**config.mk**
```make
export PLATFORM = sky130hd
export DESIGN_NAME = utype_decode_stage_flat
export DESIGN_NICKNAME = d
export VERILOG_FILES = /design/src/rtl/utype_decode_stage_if.sv /design/src/rtl/utype_decode_stage.sv /design/src/flat_wrapper.sv
export SDC_FILE = /design/constraint.sdc
export NUM_CORES = 1
export LEC_CHECK = 0
export CAP_MARGIN = 30
export CELL_PAD_IN_SITES_DETAIL_PLACEMENT = 0
export CELL_PAD_IN_SITES_GLOBAL_PLACEMENT = 1
export CORE_UTILIZATION = 38
export DETAILED_ROUTE_END_ITERATION = 10
export PLACE_DENSITY = 0.78
export RECOVER_POWER = 50
export SYNTH_ARGS = -nofsm -noshare
export SYNTH_HDL_FRONTEND = slang
export SYNTH_SLANG_ARGS = --single-unit
export TNS_END_PERCENT = 50
```
**constraint.sdc**
```tcl
create_clock -name clk -period 6.4 [get_ports clk]
set_input_delay 1.28 -clock clk [delete_from_list [all_inputs] [get_ports clk]]
set_output_delay 1.28 -clock clk [all_outputs]
set_load 0.02 [all_outputs]
```
**src/rtl/utype_decode_stage_if.sv**
```systemverilog
// Fetch-to-execute bus of the U-type decode stage: instruction handshake in,
// decoded operand handshake out.
interface utype_decode_stage_if;
  logic        in_valid;
  logic        in_ready;
  logic [31:0] inst;
  logic [31:0] pc_in;
  logic        out_valid;
  logic        out_ready;
  logic [31:0] imm20;
  logic [31:0] pc_out;
  logic [4:0]  rd;
  logic        IS_lui;
  logic        IS_Utype;

  modport master (
    output in_valid, inst, pc_in, out_ready,
    input  in_ready, out_valid, imm20, pc_out, rd, IS_lui, IS_Utype
  );

  modport slave (
    input  in_valid, inst, pc_in, out_ready,
    output in_ready, out_valid, imm20, pc_out, rd, IS_lui, IS_Utype
  );
endinterface

```
**src/rtl/utype_decode_stage.sv**
```systemverilog
// U-type decode/issue stage: decodes LUI/AUIPC operands and presents them to
// execute through an output register backed by a one-entry skid buffer.
module utype_decode_stage #(
  parameter int          CNT_W    = 16,
  parameter logic [31:0] RESET_PC = 32'h0000_0000
) (
  input  logic                 clk,
  input  logic                 rst,
  utype_decode_stage_if.slave  bus,
  output logic [CNT_W-1:0]     utype_count
);

  localparam logic [6:0] OP_LUI   = 7'b0110111;
  localparam logic [6:0] OP_AUIPC = 7'b0010111;

  typedef struct packed {
    logic [31:0] imm20;
    logic [31:0] pc;
    logic [4:0]  rd;
    logic        is_lui;
    logic        is_utype;
  } dec_t;

  typedef enum logic [1:0] {
    ST_EMPTY = 2'd0,
    ST_ONE   = 2'd1,
    ST_TWO   = 2'd2
  } state_t;

  function automatic dec_t decode(input logic [31:0] inst, input logic [31:0] pc);
    dec_t d;
    d.pc       = pc;
    d.is_lui   = (inst[6:0] == OP_LUI);
    d.is_utype = (inst[6:0] == OP_LUI) || (inst[6:0] == OP_AUIPC);
    d.imm20    = d.is_utype ? {inst[31:12], 12'h000} : 32'h0;
    d.rd       = d.is_utype ? inst[11:7] : 5'd0;
    return d;
  endfunction

  localparam dec_t DEC_RESET = '{imm20: 32'h0, pc: RESET_PC, rd: 5'd0,
                                 is_lui: 1'b0, is_utype: 1'b0};

  state_t     state;
  dec_t       dec_p0;
  dec_t       out_p1;
  dec_t       skid_p1;
  logic       vld_p1;
  logic       rdy_p1;
  logic       accept;
  logic       issue;

  // Stage 0: combinational decode of the presented instruction
  assign dec_p0 = decode(bus.inst, bus.pc_in);
  assign accept = bus.in_valid && rdy_p1;
  assign issue  = vld_p1 && bus.out_ready;

  // Stage 1: output register plus skid entry; in_ready is a pure function of occupancy
  always_ff @(posedge clk or posedge rst) begin
    if (rst) begin
      state       <= ST_EMPTY;
      vld_p1      <= 1'b0;
      rdy_p1      <= 1'b1;
      out_p1      <= DEC_RESET;
      skid_p1     <= DEC_RESET;
      utype_count <= '0;
    end else begin
      if (issue && out_p1.is_utype)
        utype_count <= utype_count + 1'b1;
      case (state)
        ST_EMPTY: begin
          if (accept) begin
            out_p1 <= dec_p0;
            vld_p1 <= 1'b1;
            state  <= ST_ONE;
          end
        end
        ST_ONE: begin
          if (accept && issue) begin
            out_p1 <= dec_p0;
          end else if (accept) begin
            skid_p1 <= dec_p0;
            rdy_p1  <= 1'b0;
            state   <= ST_TWO;
          end else if (issue) begin
            vld_p1 <= 1'b0;
            state  <= ST_EMPTY;
          end
        end
        ST_TWO: begin
          if (issue) begin
            out_p1 <= skid_p1;
            rdy_p1 <= 1'b1;
            state  <= ST_ONE;
          end
        end
        default: begin
          vld_p1 <= 1'b0;
          rdy_p1 <= 1'b1;
          state  <= ST_EMPTY;
        end
      endcase
    end
  end

  assign bus.in_ready  = rdy_p1;
  assign bus.out_valid = vld_p1;
  assign bus.imm20     = out_p1.imm20;
  assign bus.pc_out    = out_p1.pc;
  assign bus.rd        = out_p1.rd;
  assign bus.IS_lui    = out_p1.is_lui;
  assign bus.IS_Utype  = out_p1.is_utype;

endmodule

```
**src/flat_wrapper.sv**
```systemverilog
// flat-port wrapper written by rule: the top's interface ports become plain ports
module utype_decode_stage_flat 
#(
  parameter int          CNT_W    = 16,
  parameter logic [31:0] RESET_PC = 32'h0000_0000
)
  (clk, rst, utype_count, bus_in_valid, bus_inst, bus_pc_in, bus_out_ready, bus_in_ready, bus_out_valid, bus_imm20, bus_pc_out, bus_rd, bus_IS_lui, bus_IS_Utype);
  utype_decode_stage_if bus_i ();
  input  logic clk;
  input  logic rst;
  output logic [CNT_W-1:0] utype_count;
  input wire logic [$bits(bus_i.in_valid)-1:0] bus_in_valid;
  input wire logic [$bits(bus_i.inst)-1:0] bus_inst;
  input wire logic [$bits(bus_i.pc_in)-1:0] bus_pc_in;
  input wire logic [$bits(bus_i.out_ready)-1:0] bus_out_ready;
  output wire logic [$bits(bus_i.in_ready)-1:0] bus_in_ready;
  output wire logic [$bits(bus_i.out_valid)-1:0] bus_out_valid;
  output wire logic [$bits(bus_i.imm20)-1:0] bus_imm20;
  output wire logic [$bits(bus_i.pc_out)-1:0] bus_pc_out;
  output wire logic [$bits(bus_i.rd)-1:0] bus_rd;
  output wire logic [$bits(bus_i.IS_lui)-1:0] bus_IS_lui;
  output wire logic [$bits(bus_i.IS_Utype)-1:0] bus_IS_Utype;
  assign bus_i.in_valid = bus_in_valid;
  assign bus_i.inst = bus_inst;
  assign bus_i.pc_in = bus_pc_in;
  assign bus_i.out_ready = bus_out_ready;
  assign bus_in_ready = bus_i.in_ready;
  assign bus_out_valid = bus_i.out_valid;
  assign bus_imm20 = bus_i.imm20;
  assign bus_pc_out = bus_i.pc_out;
  assign bus_rd = bus_i.rd;
  assign bus_IS_lui = bus_i.IS_lui;
  assign bus_IS_Utype = bus_i.IS_Utype;
  utype_decode_stage #(.CNT_W(CNT_W), .RESET_PC(RESET_PC)) u_core (.clk(clk), .rst(rst), .bus(bus_i), .utype_count(utype_count));
endmodule
```
==> implementation parameters <==
Parameter                              Value

Clock network
  Inserted Clock Buffers ... 17
  Clk Latency, worst-skew pair ... 0.42 ns
  Number of gates resized after CTS ... 0
  Cell at the root of the clock tree ... sky130_fd_sc_hd__clkbuf_16
  CTS tree ... built
  Count of hold-fix buffers inserted at cts ... 0
  CTS clock-pin slew for the worst setup and hold paths ... roughly 0.06 ns
  H-tree depth ... 4
  Number of buffers on the longest clock path ... 2
  TritonCTS Sinks ... about 140
  Post-CTS setup buffers ... 0

Place
  Global placer's final weighted congestion ... approximately 0.74
  Post-placement cell area ... 7680 µm²
  Count of buffers from port buffering ... 144
  Detailed placer's ending HPWL ... between 9000 and 10000 µm
  Count of placed standard cells including taps ... between 800 and 900

Worst setup path
  Cell-by-cell trace of the critical path ... dlygate4sd3_1 -> and2_0 -> a21oi_1 -> a2bb2oi_4 -> buf_4 -> mux2_2
  Critical Path End Type ... register
  Number of logic stages on the critical path including buffering ... 6
  Kind of start point of the critical path ... input port
  Startpoint of the most critical register-to-register path ... u_core.bus.out_valid$_DFFE_PP0P_
  Largest stage delay on the critical path ... 0.68 ns
  Crit path capture ... u_core.bus.imm20[21]$_DFFE_PP0P_
  Worst Path Max Fanout ... 36
  Reg2reg path depth ... 5
  Origin of the worst setup path ... bus_out_ready
  CP arrival ... between 4 and 5 ns
  RR Endpoint ... u_core.bus.imm20[21]$_DFFE_PP0P_
  Total buffers and inverters traversed by the critical path ... 2
  Critical-path cell with the highest stage delay ... sky130_fd_sc_hd__a2bb2oi_4
  Worst R2R Setup Slack ... 3.50 ns
  Cell type group with the largest total delay on the critical path ... buffers and inverters
  Crit Path Class ... input port to register
  Worst EP required ... 6.69 ns

STA
  Tightest Pin Transition ... about 0.84 ns
  Final Hold Vio Count ... 0
  Clock period minus final worst setup slack ... 3.90 ns
  Final setup violation count ... 0
  Final sum of negative setup slack ... 0 ns
  Ratio of final minimum period to clock period ... roughly 61%
  Setup repair after global routing missed its margin ... false
  Final Skew ... just under 0.008 ns
  Worst slew margin ... a little over two fifths
  Maximum clock frequency ... roughly 260 MHz
  Max-slew violation total from the final report ... 0
  Fin Hold WS ... between 0.4 and 0.5 ns

Routing
  Detailed Route WL ... roughly 14000 µm
  Number of design rule violations left after detail routing ... 0
  Iteration count of the initial detailed-routing pass ... 4
  Average detailed-routed wire length per instance ... roughly 16 µm
  Average vias per placed instance ... approximately 4.9
  Detailed Route Iter0 Violations ... roughly 280
  Number of routed nets with antenna violations ... 0
  Total number of vias ... roughly 4500

Power
  Power share of the sequential group ... 45.1%
  Reported leakage power ... 0.00417 µW
  Net switching share of the total power ... ~20%
  Relative contribution of the clock network to total power ... between 50 and 60%
  Total power divided by cell area ... approximately 230 nW/µm²
  Largest vdd supply drop ... about 0.00017 V
  Internal power of the cells ... between 1500 and 2000 µW
  Psw ... roughly 400 µW
  Power share of the combinational group ... 3.8%

Run
  Max-capacitance violation count ... 0

Finish
  Final net count ... 750
  Final Non-Filler Cells ... ~910
  Ratio of cells with drive above 1 in the final layout ... 17.6%
  Area growth from synthesis to layout ... 35.5%
  Post-route cell area ... between 8000 and 9000 µm²
  Inserted Diodes ... 0
  Layout filler cell count ... 1320

Synth
  Main combinational cell family by area after synthesis ... multiplexers
  Share of the synthesized area in compound gates (AO/OA/AOI/OAI) ... 7.02%
  Number of synthesis warnings ... 0
  Synthesized cell area ... about 6100 µm²
  Post-synthesis register bit count ... 138
  Synthesized area per cell ... around 11 µm²
  Post-synthesis mux area share ... between 10% and 20%
  Post-synthesis cell count ... 544
  Adder and majority cell fraction of the synthesized area ... 0.205%
  Simple logic cell fraction of the synthesized area ... between 10% and 20%
  Xor-xnor portion of the synthesized cell area ... ~2.2%
  Number of distinct standard cells referenced by the synthesized netlist ... 35
  Sequential fraction of the synthesis area ... ~57%

Hold path
  Type of the tightest min-delay check ... register to register
  Worst Hold Depth ... 1

Global route
  Number of global-route vias before repair ... ~4600
  Grt ovf ... 0
  Maximum number of pins on one net before global-route repair ... 91
  Total GRT Usage ... 18.2%
  Global-route wire length before repair ... between 20000 and 25000 µm
  Antenna violations before repair ... 0

Die
  Horizontal die dimension ... about 130 µm
  Std-Cell Rows ... 45
  Starting density of the core ... approximately two fifths
  I/O pin total ... 157
  Full die area ... roughly 17000 µm²
  Placeable core region ... 15400 µm²
  Die outline height ... roughly 130 µm

Run status
  Outcome ... completed
==> flip-flops by register name, indices dropped and copies added, names as in the netlist <==
signal and flops:
u_core.bus.IS_Utype 1, u_core.bus.IS_lui 1, u_core.bus.imm20 20, u_core.bus.in_ready 1, u_core.bus.out_valid 1, u_core.bus.pc_out 32
u_core.bus.rd 5, u_core.skid_p1 59, u_core.state 2, u_core.utype_count 16
==> Yosys cell counts <==
library cell | n | area [µm²]
sky130_fd_sc_hd__nor4bb_1 | 1 | 10.0
sky130_fd_sc_hd__mux2_2 | 82 | 923
sky130_fd_sc_hd__o22ai_1 | 1 | 6.26
sky130_fd_sc_hd__and3b_1 | 1 | 8.76
sky130_fd_sc_hd__o21a_1 | 1 | 7.51
sky130_fd_sc_hd__and4_1 | 2 | 17.5
sky130_fd_sc_hd__nand2_1 | 158 | 593
sky130_fd_sc_hd__a21oi_1 | 2 | 10.0
sky130_fd_sc_hd__nand3b_1 | 1 | 7.51
sky130_fd_sc_hd__nor2b_1 | 1 | 6.26
sky130_fd_sc_hd__a2bb2oi_2 | 1 | 15.0
sky130_fd_sc_hd__nor2_2 | 1 | 6.26
sky130_fd_sc_hd__and2_1 | 1 | 6.26
sky130_fd_sc_hd__inv_1 | 2 | 7.51
sky130_fd_sc_hd__a21oi_2 | 1 | 8.76
sky130_fd_sc_hd__nand2b_1 | 1 | 6.26
sky130_fd_sc_hd__xor2_1 | 1 | 8.76
sky130_fd_sc_hd__nand3_1 | 11 | 55.1
sky130_fd_sc_hd__nor3_1 | 1 | 5.00
sky130_fd_sc_hd__a22o_1 | 26 | 228
sky130_fd_sc_hd__a21o_1 | 1 | 7.51
sky130_fd_sc_hd__buf_6 | 2 | 22.5
sky130_fd_sc_hd__nor2_1 | 5 | 18.8
sky130_fd_sc_hd__dfstp_2 | 1 | 26.3
sky130_fd_sc_hd__xnor2_1 | 14 | 123
sky130_fd_sc_hd__and3_1 | 2 | 12.5
sky130_fd_sc_hd__dfrtp_1 | 137 | 3430
sky130_fd_sc_hd__conb_1 | 1 | 3.75
sky130_fd_sc_hd__ha_1 | 1 | 12.5
sky130_fd_sc_hd__o21ai_0 | 29 | 145
sky130_fd_sc_hd__buf_4 | 16 | 120
sky130_fd_sc_hd__clkbuf_1 | 16 | 60.1
sky130_fd_sc_hd__buf_2 | 10 | 50.1
sky130_fd_sc_hd__mux2_1 | 10 | 113
sky130_fd_sc_hd__nand4_1 | 3 | 18.8
==> per-stage QoR <==
| step | setup WS (ns) | total power [µW] | utilization [%] |
|---|---|---|---|
| final | 2.50 | 1940 | 53.6 |
| after global routing | 2.39 | 2000 | 53.6 |
| after CTS | 2.79 | 1960 | 53.6 |
| after detailed placement | 2.36 | 963 | 49.8 |
| after global placement | 2.43 | 962 | 49.7 |
| after floorplan | 1.43 | 914 | - |
==> layout make-up <==
cell class                 count  area [µm²]  area share, %
multi-input combinational    371        2440           29.6
tap                          211         264           3.19
clock buffer                  24         472           5.71
inverter                       2        12.5          0.151
timing repair buffer         151        1500           18.2
clock inverter                 8         118           1.42
sequential                   138        3450           41.8
==> worst reg2reg max path, stage by stage (launching register included) <==
cell                        delay (ns)
sky130_fd_sc_hd__dfrtp_1          0.43
sky130_fd_sc_hd__and2_0           0.31
sky130_fd_sc_hd__a21oi_1          0.38
sky130_fd_sc_hd__a2bb2oi_4        0.68
sky130_fd_sc_hd__buf_4            0.57
sky130_fd_sc_hd__mux2_2           0.42
==> worst min-delay path by stage <==
stage	startpoint	slack (ns)	end
detailed placement	u_core.utype_count[15]$_DFFE_PP0P_	0.47	u_core.utype_count[15]$_DFFE_PP0P_
CTS	u_core.utype_count[15]$_DFFE_PP0P_	0.48	u_core.utype_count[15]$_DFFE_PP0P_
floorplan	u_core.skid_p1[0]$_DFFE_PP0P_	0.45	u_core.skid_p1[0]$_DFFE_PP0P_
finish	u_core.utype_count[15]$_DFFE_PP0P_	0.47	u_core.utype_count[15]$_DFFE_PP0P_
global placement	u_core.skid_p1[0]$_DFFE_PP0P_	0.46	u_core.skid_p1[0]$_DFFE_PP0P_
global route	u_core.utype_count[15]$_DFFE_PP0P_	0.48	u_core.utype_count[15]$_DFFE_PP0P_
==> routing by layer <==
layer	global-route usage, %	wire length (µm)
met5	0	0
met4	6.78	252
met3	6.24	951
met2	28.5	6690
met1	23.3	6430
==> cell families (layout without fill, tap and decap cells) <==
| family | count (synthesis) | count (layout) |
|---|---|---|
| simple gates | 189 | 189 |
| flops | 138 | 138 |
| mux | 92 | 92 |
| compound gates | 62 | 62 |
| buf+inv | 46 | 185 |
| xor+xnor | 15 | 15 |
| fa+ha+maj | 1 | 1 |
| other cells | 1 | 12 |
==> placed cells by master, fill, tap and decap left out, drive strengths merged, types with 2 or more instances in the layout <==
| cell | synthesis | layout |
|---|---|---|
| and3 | 2 | 2 |
| clkbuf | 16 | 24 |
| mux2 | 92 | 92 |
| nor2 | 6 | 6 |
| bufinv | 0 | 3 |
| clkinv | 0 | 4 |
| clkdlybuf4s50 | 0 | 76 |
| dlygate4sd3 | 0 | 68 |
| dfrtp | 137 | 137 |
| inv | 2 | 2 |
| a22o | 26 | 26 |
| and4 | 2 | 2 |
| a21oi | 3 | 3 |
| conb | 1 | 12 |
| nand2 | 158 | 158 |
| nand3 | 11 | 11 |
| o21ai | 29 | 29 |
| nand4 | 3 | 3 |
| xnor2 | 14 | 14 |
| buf | 28 | 7 |
==> power by group through the flow <==
stage	combinational, µW	clock (µW)	sequential, µW
after global placement	73.6	0	888
after detailed placement	75.0	0	888
after CTS	75.4	1010	873
final	73.3	989	873
after floorplan	25.7	0	889
after global routing	80.5	1050	872
(Power assumes the default switching activity.)
